--- src/rtl/ex_stage.sv ---
// RV32I execute stage: single-cycle ALU, branch and jump resolution, plus a
// serial shifter that raises hold_flag_o to stall the front end while it runs.
module ex_stage #(
    parameter int SHIFT_STEP = 1
) (
    input  logic        clk,
    input  logic        rst,
    input  logic [31:0] inst_i,
    input  logic [31:0] inst_addr_i,
    input  logic [31:0] op1_i,
    input  logic [31:0] op2_i,
    input  logic [4:0]  rd_addr_i,
    input  logic        reg_wen_i,
    output logic [4:0]  rd_addr_o,
    output logic [31:0] rd_data_o,
    output logic        reg_wen_o,
    output logic        jump_en_o,
    output logic [31:0] jump_addr_o,
    output logic        hold_flag_o
);

    localparam logic [6:0] OPC_OP     = 7'b0110011;
    localparam logic [6:0] OPC_OP_IMM = 7'b0010011;
    localparam logic [6:0] OPC_BRANCH = 7'b1100011;
    localparam logic [6:0] OPC_JAL    = 7'b1101111;
    localparam logic [6:0] OPC_JALR   = 7'b1100111;
    localparam logic [6:0] OPC_LUI    = 7'b0110111;
    localparam logic [6:0] OPC_AUIPC  = 7'b0010111;
    localparam logic [4:0] STEP       = 5'(SHIFT_STEP);

    typedef enum logic [1:0] {
        S_IDLE,
        S_SHIFT,
        S_DONE
    } state_t;

    state_t      state_q, state_d;
    logic [31:0] acc_q, acc_d;
    logic [4:0]  cnt_q, cnt_d;
    logic        fill_q, fill_d;
    logic        left_q, left_d;

    logic [6:0]         opcode;
    logic [2:0]         funct3;
    logic [31:0]        b_imm;
    logic [31:0]        j_imm;
    logic [4:0]         shamt;
    logic               is_shift;
    logic               wen_ok;
    logic signed [31:0] op1_s;
    logic signed [31:0] op2_s;
    logic [31:0]        alu_res;
    logic               br_taken;
    logic [4:0]         step_amt;

    // Shift by amt; right shifts fill vacated bits with the latched fill bit.
    function automatic logic [31:0] shift_by(input logic [31:0] v, input logic [4:0] amt,
                                             input logic left, input logic fill);
        logic [31:0] mask;
        mask = ~(32'hFFFF_FFFF >> amt);
        if (left)
            return v << amt;
        else
            return (v >> amt) | (fill ? mask : 32'h0);
    endfunction

    assign opcode   = inst_i[6:0];
    assign funct3   = inst_i[14:12];
    assign b_imm    = {{20{inst_i[31]}}, inst_i[7], inst_i[30:25], inst_i[11:8], 1'b0};
    assign j_imm    = {{12{inst_i[31]}}, inst_i[19:12], inst_i[20], inst_i[30:21], 1'b0};
    assign shamt    = op2_i[4:0];
    assign is_shift = ((opcode == OPC_OP) || (opcode == OPC_OP_IMM)) &&
                      ((funct3 == 3'b001) || (funct3 == 3'b101));
    assign wen_ok   = reg_wen_i && (rd_addr_i != 5'd0);
    assign op1_s    = op1_i;
    assign op2_s    = op2_i;
    assign step_amt = (cnt_q < STEP) ? cnt_q : STEP;

    always_comb begin
        alu_res = 32'h0;
        case (funct3)
            3'b000:  alu_res = ((opcode == OPC_OP) && inst_i[30]) ? (op1_i - op2_i)
                                                                  : (op1_i + op2_i);
            3'b010:  alu_res = {31'h0, (op1_s < op2_s)};
            3'b011:  alu_res = {31'h0, (op1_i < op2_i)};
            3'b100:  alu_res = op1_i ^ op2_i;
            3'b110:  alu_res = op1_i | op2_i;
            3'b111:  alu_res = op1_i & op2_i;
            default: alu_res = 32'h0;
        endcase
    end

    always_comb begin
        br_taken = 1'b0;
        case (funct3)
            3'b000:  br_taken = (op1_i == op2_i);
            3'b001:  br_taken = (op1_i != op2_i);
            3'b100:  br_taken = (op1_s < op2_s);
            3'b101:  br_taken = (op1_s >= op2_s);
            3'b110:  br_taken = (op1_i < op2_i);
            3'b111:  br_taken = (op1_i >= op2_i);
            default: br_taken = 1'b0;
        endcase
    end

    always_comb begin
        state_d     = state_q;
        acc_d       = acc_q;
        cnt_d       = cnt_q;
        fill_d      = fill_q;
        left_d      = left_q;
        rd_addr_o   = rd_addr_i;
        rd_data_o   = 32'h0;
        reg_wen_o   = 1'b0;
        jump_en_o   = 1'b0;
        jump_addr_o = 32'h0;
        hold_flag_o = 1'b0;

        case (state_q)
            S_IDLE: begin
                case (opcode)
                    OPC_OP, OPC_OP_IMM: begin
                        if (is_shift && (shamt != 5'd0)) begin
                            // op1_i is captured only here; the fill bit is frozen for SRA.
                            acc_d       = op1_i;
                            cnt_d       = shamt;
                            left_d      = (funct3 == 3'b001);
                            fill_d      = (funct3 == 3'b101) && inst_i[30] && op1_i[31];
                            hold_flag_o = 1'b1;
                            state_d     = S_SHIFT;
                        end else begin
                            rd_data_o = is_shift ? op1_i : alu_res;
                            reg_wen_o = wen_ok;
                        end
                    end
                    OPC_BRANCH: begin
                        jump_en_o   = br_taken;
                        jump_addr_o = br_taken ? (inst_addr_i + b_imm) : 32'h0;
                    end
                    OPC_JAL: begin
                        jump_en_o   = 1'b1;
                        jump_addr_o = inst_addr_i + j_imm;
                        rd_data_o   = inst_addr_i + 32'd4;
                        reg_wen_o   = wen_ok;
                    end
                    OPC_JALR: begin
                        jump_en_o   = 1'b1;
                        jump_addr_o = (op1_i + op2_i) & ~32'h1;
                        rd_data_o   = inst_addr_i + 32'd4;
                        reg_wen_o   = wen_ok;
                    end
                    OPC_LUI: begin
                        rd_data_o = op2_i;
                        reg_wen_o = wen_ok;
                    end
                    OPC_AUIPC: begin
                        rd_data_o = inst_addr_i + op2_i;
                        reg_wen_o = wen_ok;
                    end
                    default: ;
                endcase
            end
            S_SHIFT: begin
                hold_flag_o = 1'b1;
                acc_d       = shift_by(acc_q, step_amt, left_q, fill_q);
                cnt_d       = cnt_q - step_amt;
                if (cnt_d == 5'd0)
                    state_d = S_DONE;
            end
            S_DONE: begin
                rd_data_o = acc_q;
                reg_wen_o = wen_ok;
                state_d   = S_IDLE;
            end
            default: state_d = S_IDLE;
        endcase

        // Outputs are forced quiet for the whole time reset is held.
        if (rst) begin
            rd_addr_o   = 5'd0;
            rd_data_o   = 32'h0;
            reg_wen_o   = 1'b0;
            jump_en_o   = 1'b0;
            jump_addr_o = 32'h0;
            hold_flag_o = 1'b0;
        end
    end

    always_ff @(posedge clk or posedge rst) begin
        if (rst) begin
            state_q <= S_IDLE;
            acc_q   <= 32'h0;
            cnt_q   <= 5'd0;
            fill_q  <= 1'b0;
            left_q  <= 1'b0;
        end else begin
            state_q <= state_d;
            acc_q   <= acc_d;
            cnt_q   <= cnt_d;
            fill_q  <= fill_d;
            left_q  <= left_d;
        end
    end

endmodule

--- config.mk ---
export PLATFORM = sky130hd
export DESIGN_NAME = ex_stage
export DESIGN_NICKNAME = d
export VERILOG_FILES = /design/src/rtl/ex_stage.sv
export SDC_FILE = /design/constraint.sdc
export NUM_CORES = 1
export LEC_CHECK = 0
export ABC_AREA = 0
export CAP_MARGIN = 20
export CORE_MARGIN = 5
export CORE_UTILIZATION = 58
export DETAILED_ROUTE_END_ITERATION = 16
export GPL_ROUTABILITY_DRIVEN = 0
export GPL_TIMING_DRIVEN = 1
export PLACE_DENSITY = 0.87
export SLEW_MARGIN = 20
export SYNTH_ARGS = -nofsm -noshare
export SYNTH_HDL_FRONTEND = slang
export SYNTH_SLANG_ARGS = --single-unit
--- constraint.sdc ---
create_clock -name clk -period 5.1 [get_ports clk]
set_input_delay 0.765 -clock clk [delete_from_list [all_inputs] [get_ports clk]]
set_output_delay 0.765 -clock clk [all_outputs]
set_load 0.02 [all_outputs]
==> results of run 1 <==
[per-stage QoR]
stage | util (%) | cell area (µm²)
4_1_cts | 83.3 | 20400
3_3_place_gp | 81.9 | 20000
3_5_place_dp | 81.9 | 20000
2_1_floorplan | - | 14500
[metal layers]
metal	overflow	GRT usage, %
met1	1	63.8
met2	36	82.9
met3	0	46.0
met4	28	61.4
met5	0	17.6
[cells in the mapped netlist, types with 6 or more instances]
cell       count  area share (%)
a21oi_1      208             7.2
nor2_1       177             4.6
ha_1         173              15
nand2_1      165             4.3
o21ai_0      150             5.2
inv_1        143             3.7
xnor2_1       95             5.8
clkbuf_1      87             2.3
mux2i_1       59             4.1
xor2_1        53             3.2
nand3_1       45             1.6
a221oi_1      42             2.5
nor3_1        42             1.5
dfrtp_1       41             7.1
a22oi_1       37             1.9
a21o_1        36             1.9
a211oi_1      35             1.8
nor2b_1       31             1.3
a22o_1        30             1.8
and3_1        25             1.1
o21bai_1      25             1.3
nand4_1       23             1.0
a31oi_1       22            0.95
nand2b_1      20            0.87
o21a_1        19            0.99
o22ai_1       19            0.82
nor4_1        18            0.78
o31ai_1       16            0.83
buf_1         15            0.39
and2_1        14            0.61
buf_2         14            0.48
o221ai_1      14            0.85
a222oi_1      13            0.90
o211ai_1      13            0.68
and4_1         9            0.55
or3_1          9            0.39
a211o_1        8            0.48
a21boi_0       8            0.42
o22a_1         8            0.48
a2111oi_0      6            0.36
[what timing repair did]
action                                  CTS
endpoints found under the setup margin   59
hold endpoints to repair                  0
buffers inserted                          3
pin swaps                                18
resized for setup                       178
[logic make-up after synthesis]
group           Yosys count
compound gates          773
xor+xnor                148
fa+ha+maj               178
buf+inv                 264
flops                    41
mux                      63
simple gates            611
==> flow_metrics.env, run 1 <==
export IMPL_synth_mux_area_share_pct=4.49
export IMPL_clockBufferDepth=2
export IMPL_grt_usage_pct=63.8
export IMPL_synth_async_sr_flop_share_pct=100
export IMPL_worstEpCategory="top-level output"
export IMPL_initial_core_util_pct=59.1
export IMPL_seq_area_frac_synth_pct=7.10
export IMPL_rows=57
export IMPL_synth_simple_area_share_pct=20.6
export IMPL_placed_cells=2961
export IMPL_synth_compound_area_share_pct=36.0
export IMPL_port_buffers=207
export IMPL_crit_endpoint="rd_data_o[27]"
export IMPL_cts_hold_buf=0
export IMPL_cts_root_buf="clkbuf_16"
export IMPL_synth_cell_area_mm2=0.0145
export IMPL_first_error="[ERROR GRT-0232] Routing congestion too high. Check the congestion heatmap in the GUI."
export IMPL_cts_buffers=5
export IMPL_cts_sinks=41
export IMPL_die_h_um=168
export IMPL_dpl_worst_slack_ps=-638
export IMPL_synth_top_family_by_area="compound AO/OA/AOI/OAI gates"
export IMPL_outcome="did not finish"
export IMPL_grt_max_degree=46
export IMPL_syn_inst=2078
export IMPL_synth_fa_ha_area_share_pct=15.7
export IMPL_synth_cell_types=101
export IMPL_synth_seq_cells=41
export IMPL_synth_ff_type="dfrtp_1"
export IMPL_yosysWarnings=0
export IMPL_syn_avg_cell_area_um2=6.96
export IMPL_failing_step="global routing (5_1_grt)"
export IMPL_h_tree_depth=2
export IMPL_grt_ovfl_total=65
export IMPL_syn_nets=2392
export IMPL_dpl_hpwl_um=56300
export IMPL_die_w_um=168
export IMPL_io_pins=208
export IMPL_synth_edff_count=0
export IMPL_synth_xor_area_share_pct=8.97
==> run 2, diff against run 1 <==
CORE_UTILIZATION = 40   (was 58)
PLACE_DENSITY = unset   (was 0.87)
PLACE_DENSITY_LB_ADDON = 0.15   (was unset)
==> run 2 against run 1 <==
Net effect: the flow now finishes without violations; synthesized area unchanged; synthesized cell count unchanged.
==> flow_metrics.env, run 2 <==
export IMPL_synth_seq_cells=41
export IMPL_synth_async_sr_flop_share_pct=100
export IMPL_synth_top_cell_area_share_pct=15.0
export IMPL_cts_root_buf="clkbuf_16"
export IMPL_fmax_ghz=0.198
export IMPL_grt_pass1_wl_um=108000
export IMPL_nets=3001
export IMPL_path_clk_slew_ps=70
export IMPL_port_buffers=207
export IMPL_final_common_cell="buf_4"
export IMPL_synth_most_common_cell="a21oi_1"
export IMPL_final_cell_mix="507 x buf_4, 199 x a21oi_1, 170 x nor2_1"
export IMPL_grt_usage_pct=33.4
export IMPL_cpPeakStageDelay_ps=510
export IMPL_io_pins=208
export IMPL_outcome="complete, no violations"
export IMPL_clk_insertion_delay_late_ps=290
export IMPL_die_h_um=200
export IMPL_syn_inst=2078
export IMPL_syn_avg_cell_area_um2=6.96
export IMPL_synth_top_area_cell="ha_1"
export IMPL_critPathMaxFanout=3
export IMPL_yosysWarnings=0
export IMPL_setup_ws_ps=39.4
export IMPL_clock_skew_ps=6.92
export IMPL_crit_path_top_delay_cell="or4_4"
export IMPL_relSlewSlack_pct=40.6
export IMPL_cts_hold_buf=0
export IMPL_vias=19351
export IMPL_path_buf_inv=6
export IMPL_synthTopCellsByArea="ha_1 15%, a21oi_1 7.2%, dfrtp_1 7.1%, xnor2_1 5.8%, o21ai_0 5.2%"
export IMPL_arrival_ps=4300
export IMPL_drv_slew=0
export IMPL_dpl_hpwl_um=58100
export IMPL_synth_edff_count=0
export IMPL_cts_buffers=5
export IMPL_fin_area_mm2=0.0213
export IMPL_holdWs_ps=508
export IMPL_cts_tree="built"
export IMPL_drt_pass1_iterations=7
export IMPL_route_detailed_drc=0
export IMPL_setup_violations=0
export IMPL_reg_top3="acc_q (32), cnt_q (5), state_q (2)"
export IMPL_largest_register_ffs=32
export IMPL_max_cap_violations=0
export IMPL_antenna_found_initial=0
export IMPL_clockBufferDepth=2
export IMPL_synthTopCellsByCount="208 x a21oi_1, 177 x nor2_1, 173 x ha_1"
export IMPL_h_tree_depth=2
export IMPL_startpoint_type="input port"
export IMPL_required_ps=4340
export IMPL_syn2layout_area_growth_pct=47.4
export IMPL_grt_ovfl_total=0
export IMPL_seq_area_frac_synth_pct=7.10
export IMPL_regMostFlops="acc_q"
export IMPL_initial_core_util_pct=40.5
export IMPL_worstPathCellList="dlygate4sd2_1 > inv_1 > ha_1 > or4_4 > or3_4 > a21oi_4 > o31ai_4 > o2111ai_4 > buf_6 > buf_6 > nand4b_1 > a21o_1 > a31oi_1 > buf_4 > a211oi_1 > a211oi_1 > buf_4"
export IMPL_path_class="in -> out"
export IMPL_cts_sinks=41
export IMPL_placed_cells=3127
export IMPL_tightest_slew_ps=892
export IMPL_synth_cell_area_mm2=0.0145
export IMPL_dpl_worst_slack_ps=-756
export IMPL_grt_pass1_vias=18929
export IMPL_grt_max_degree=43
export IMPL_powerDensity_mw_per_mm2=161
export IMPL_dieArea_mm2=0.0400
export IMPL_routed_wl_um=71400
export IMPL_placed_area_mm2=0.0205
export IMPL_critPathTopFamily="simple AND/OR/NAND/NOR gates"
export IMPL_die_w_um=200
export IMPL_rows=69
export IMPL_final_cells=3149
export IMPL_irDropWorstVdd_uv=161
export IMPL_syn_nets=2392
export IMPL_min_path_type="reg -> reg"
export IMPL_vias_per_cell=6.15
export IMPL_fin_crit_sh_pct=99.2
export IMPL_drt_iter0_markers=1950
export IMPL_detail_route_antenna_nets=0
export IMPL_drive_above_1_share_pct=26.7
export IMPL_final_hold_violation_count=0
export IMPL_wl_per_cell_um=22.7
export IMPL_coreArea_mm2=0.0357
export IMPL_p_total_mw=3.43
export IMPL_synth_cell_types=101
export IMPL_antenna_diode_count=0
export IMPL_synth_ff_type="dfrtp_1"
export IMPL_end_kind="output pin"
export IMPL_power_leakage_nw=9.77
export IMPL_finalCriticalPeriod_ps=5060
-- run 2: where the power goes --
group / internal (mW) / switching (mW)
Combinational: 1.15 / 1.34
Sequential: 0.426 / 0.193
Clock: 0.182 / 0.141
-- run 2: stage by stage --
| step | util, % | TNS [ps] |
|---|---|---|
| floorplan | - | 0 |
| global placement | 57.4 | -24700 |
| detailed placement | 57.4 | -27930 |
| CTS | 58.9 | 0 |
| global route | 59.8 | -461 |
| finish | 59.8 | 0 |
-- run 2: repair_timing --
action,CTS,global route
pin swaps,35,44
gates cloned,0,0
resized for setup,231,137
setup endpoints to repair,56,55
setup buffers,6,8
-- run 2: cells by family (layout without fill, tap and decap cells) --
| kind of cell | Yosys count | count (layout) | share of synthesized area [%] |
|---|---|---|---|
| muxes | 63 | 63 | 4.49 |
| adders and majority gates | 178 | 178 | 15.7 |
| AOI/OAI and AO/OA | 773 | 773 | 36.0 |
| xor gates and xnor gates | 148 | 148 | 8.97 |
| buffers and inverters | 264 | 874 | 7.16 |
| and+or+nand+nor | 611 | 611 | 20.6 |
| DFF | 41 | 41 | 7.10 |
-- run 2: tightest hold or removal path: cells and delay by family, from the launching register on --
kind            cells  cell delay, ps
simple gates        1              50
flops               1             350
compound gates      1              60
-- run 2: metal layers --
metal	global-route usage [%]	up-vias	part of all wire, %
li1	-	8913	-
met1	41.0	9129	39
met2	54.3	1045	45
met3	4.67	264	8.1
met4	22.8	0	8.5
met5	0	-	0
-- run 2: final cells by class --
type                       count  area, µm²
fill                        3351      14300
multi-input combinational   1773      13100
timing repair buffer         722       5890
sequential                    41       1030
tap                          461        577
inverter                     144        541
clock buffer                   6        129
clock inverter                 2       15.0
-- run 2: worst paths after layout --
path / start / to / slack [ps] / cells past startpoint
worst max-delay path: op1_i[17] / rd_data_o[0] / 40 / 17
worst min-delay path: fill_q$_DFFE_PP0P_ / fill_q$_DFFE_PP0P_ / 510 / 2
worst max register to register: state_q[0]$_DFFE_PP0P_ / acc_q[17]$_DFFE_PP0P_ / 2330 / 6
worst min register to register: fill_q$_DFFE_PP0P_ / fill_q$_DFFE_PP0P_ / 510 / 2
max in group asynchronous: rst / acc_q[4]$_DFFE_PP0P_ / 3790 / 3
min in group asynchronous: rst / acc_q[18]$_DFFE_PP0P_ / 900 / 3
No activity file was read; power rests on OpenSTA's default activity.
==> run 3, diff against run 2 <==
ABC_AREA = unset   (was 0)
CORE_UTILIZATION = 58   (was 40)
SLEW_MARGIN = unset   (was 20)
==> run 3 against run 2 <==
Net effect: synthesized cell count did not move; the run now fails in global routing (5_1_grt); synthesized area unchanged.
==> flow_metrics.env, run 3 <==
export IMPL_synth_xor_area_share_pct=8.97
export IMPL_synth_top_cell_area_share_pct=15.0
export IMPL_cts_sinks=41
export IMPL_synth_fa_ha_area_share_pct=15.7
export IMPL_initial_core_util_pct=59.1
export IMPL_synth_top_family_by_area="compound AO/OA/AOI/OAI gates"
export IMPL_clockBufferDepth=2
export IMPL_synth_top_area_cell="ha_1"
export IMPL_grt_ovfl_total=2
export IMPL_failing_step="global routing (5_1_grt)"
export IMPL_syn_inst=2078
export IMPL_die_h_um=168
export IMPL_first_error="[ERROR GRT-0232] Routing congestion too high. Check the congestion heatmap in the GUI."
export IMPL_die_w_um=168
export IMPL_synth_edff_count=0
export IMPL_grt_usage_pct=57.7
export IMPL_synth_most_common_cell="a21oi_1"
export IMPL_synthTopCellsByCount="208 x a21oi_1, 177 x nor2_1, 173 x ha_1"
export IMPL_dpl_hpwl_um=56000
export IMPL_synthTopCellsByArea="ha_1 15%, a21oi_1 7.2%, dfrtp_1 7.1%, xnor2_1 5.8%, o21ai_0 5.2%"
export IMPL_synth_mux_area_share_pct=4.49
export IMPL_worstEpCategory="top-level output"
export IMPL_syn_avg_cell_area_um2=6.96
export IMPL_synth_cell_types=101
export IMPL_cts_hold_buf=0
export IMPL_syn_nets=2392
export IMPL_synth_simple_area_share_pct=20.6
export IMPL_placed_cells=2993
export IMPL_cts_buffers=5
export IMPL_synth_seq_cells=41
export IMPL_grt_max_degree=43
export IMPL_synth_cell_area_mm2=0.0145
export IMPL_crit_endpoint="rd_data_o[31]"
export IMPL_h_tree_depth=2
export IMPL_io_pins=208
export IMPL_rows=57
export IMPL_port_buffers=207
export IMPL_synth_async_sr_flop_share_pct=100
export IMPL_yosysWarnings=0
export IMPL_outcome="did not finish"
export IMPL_seq_area_frac_synth_pct=7.10
export IMPL_cts_root_buf="clkbuf_16"
export IMPL_synth_ff_type="dfrtp_1"
export IMPL_synth_compound_area_share_pct=36.0
[run 3: repair_timing]
action / in CTS
endpoints found under the setup margin: 59
pin swaps: 32
setup buffers: 6
endpoints found under the hold margin: 0
resized for setup: 220
[run 3: logic make-up after synthesis]
family,count (synthesis)
AO/OA/AOI/OAI,773
XOR/XNOR,148
adder cells (fa/ha/maj),178
buffers and inverters,264
flip-flops,41
multiplexers,63
AND/OR/NAND/NOR,611
[run 3: metrics by stage]
stage / cell area [µm²] / hold slack [ps] / util, % / worst slack [ps]
floorplan: 14500 / 448 / - / 488
global placement: 20300 / 481 / 82.9 / -686
detailed placement: 20300 / 484 / 82.9 / -819
CTS: 20700 / 501 / 84.8 / 0.273
[run 3: per-layer routing]
metal,GRT overflow,track usage [%]
met5,0,13.6
met4,0,52.2
met3,0,36.9
met2,2,78.7
met1,0,59.1
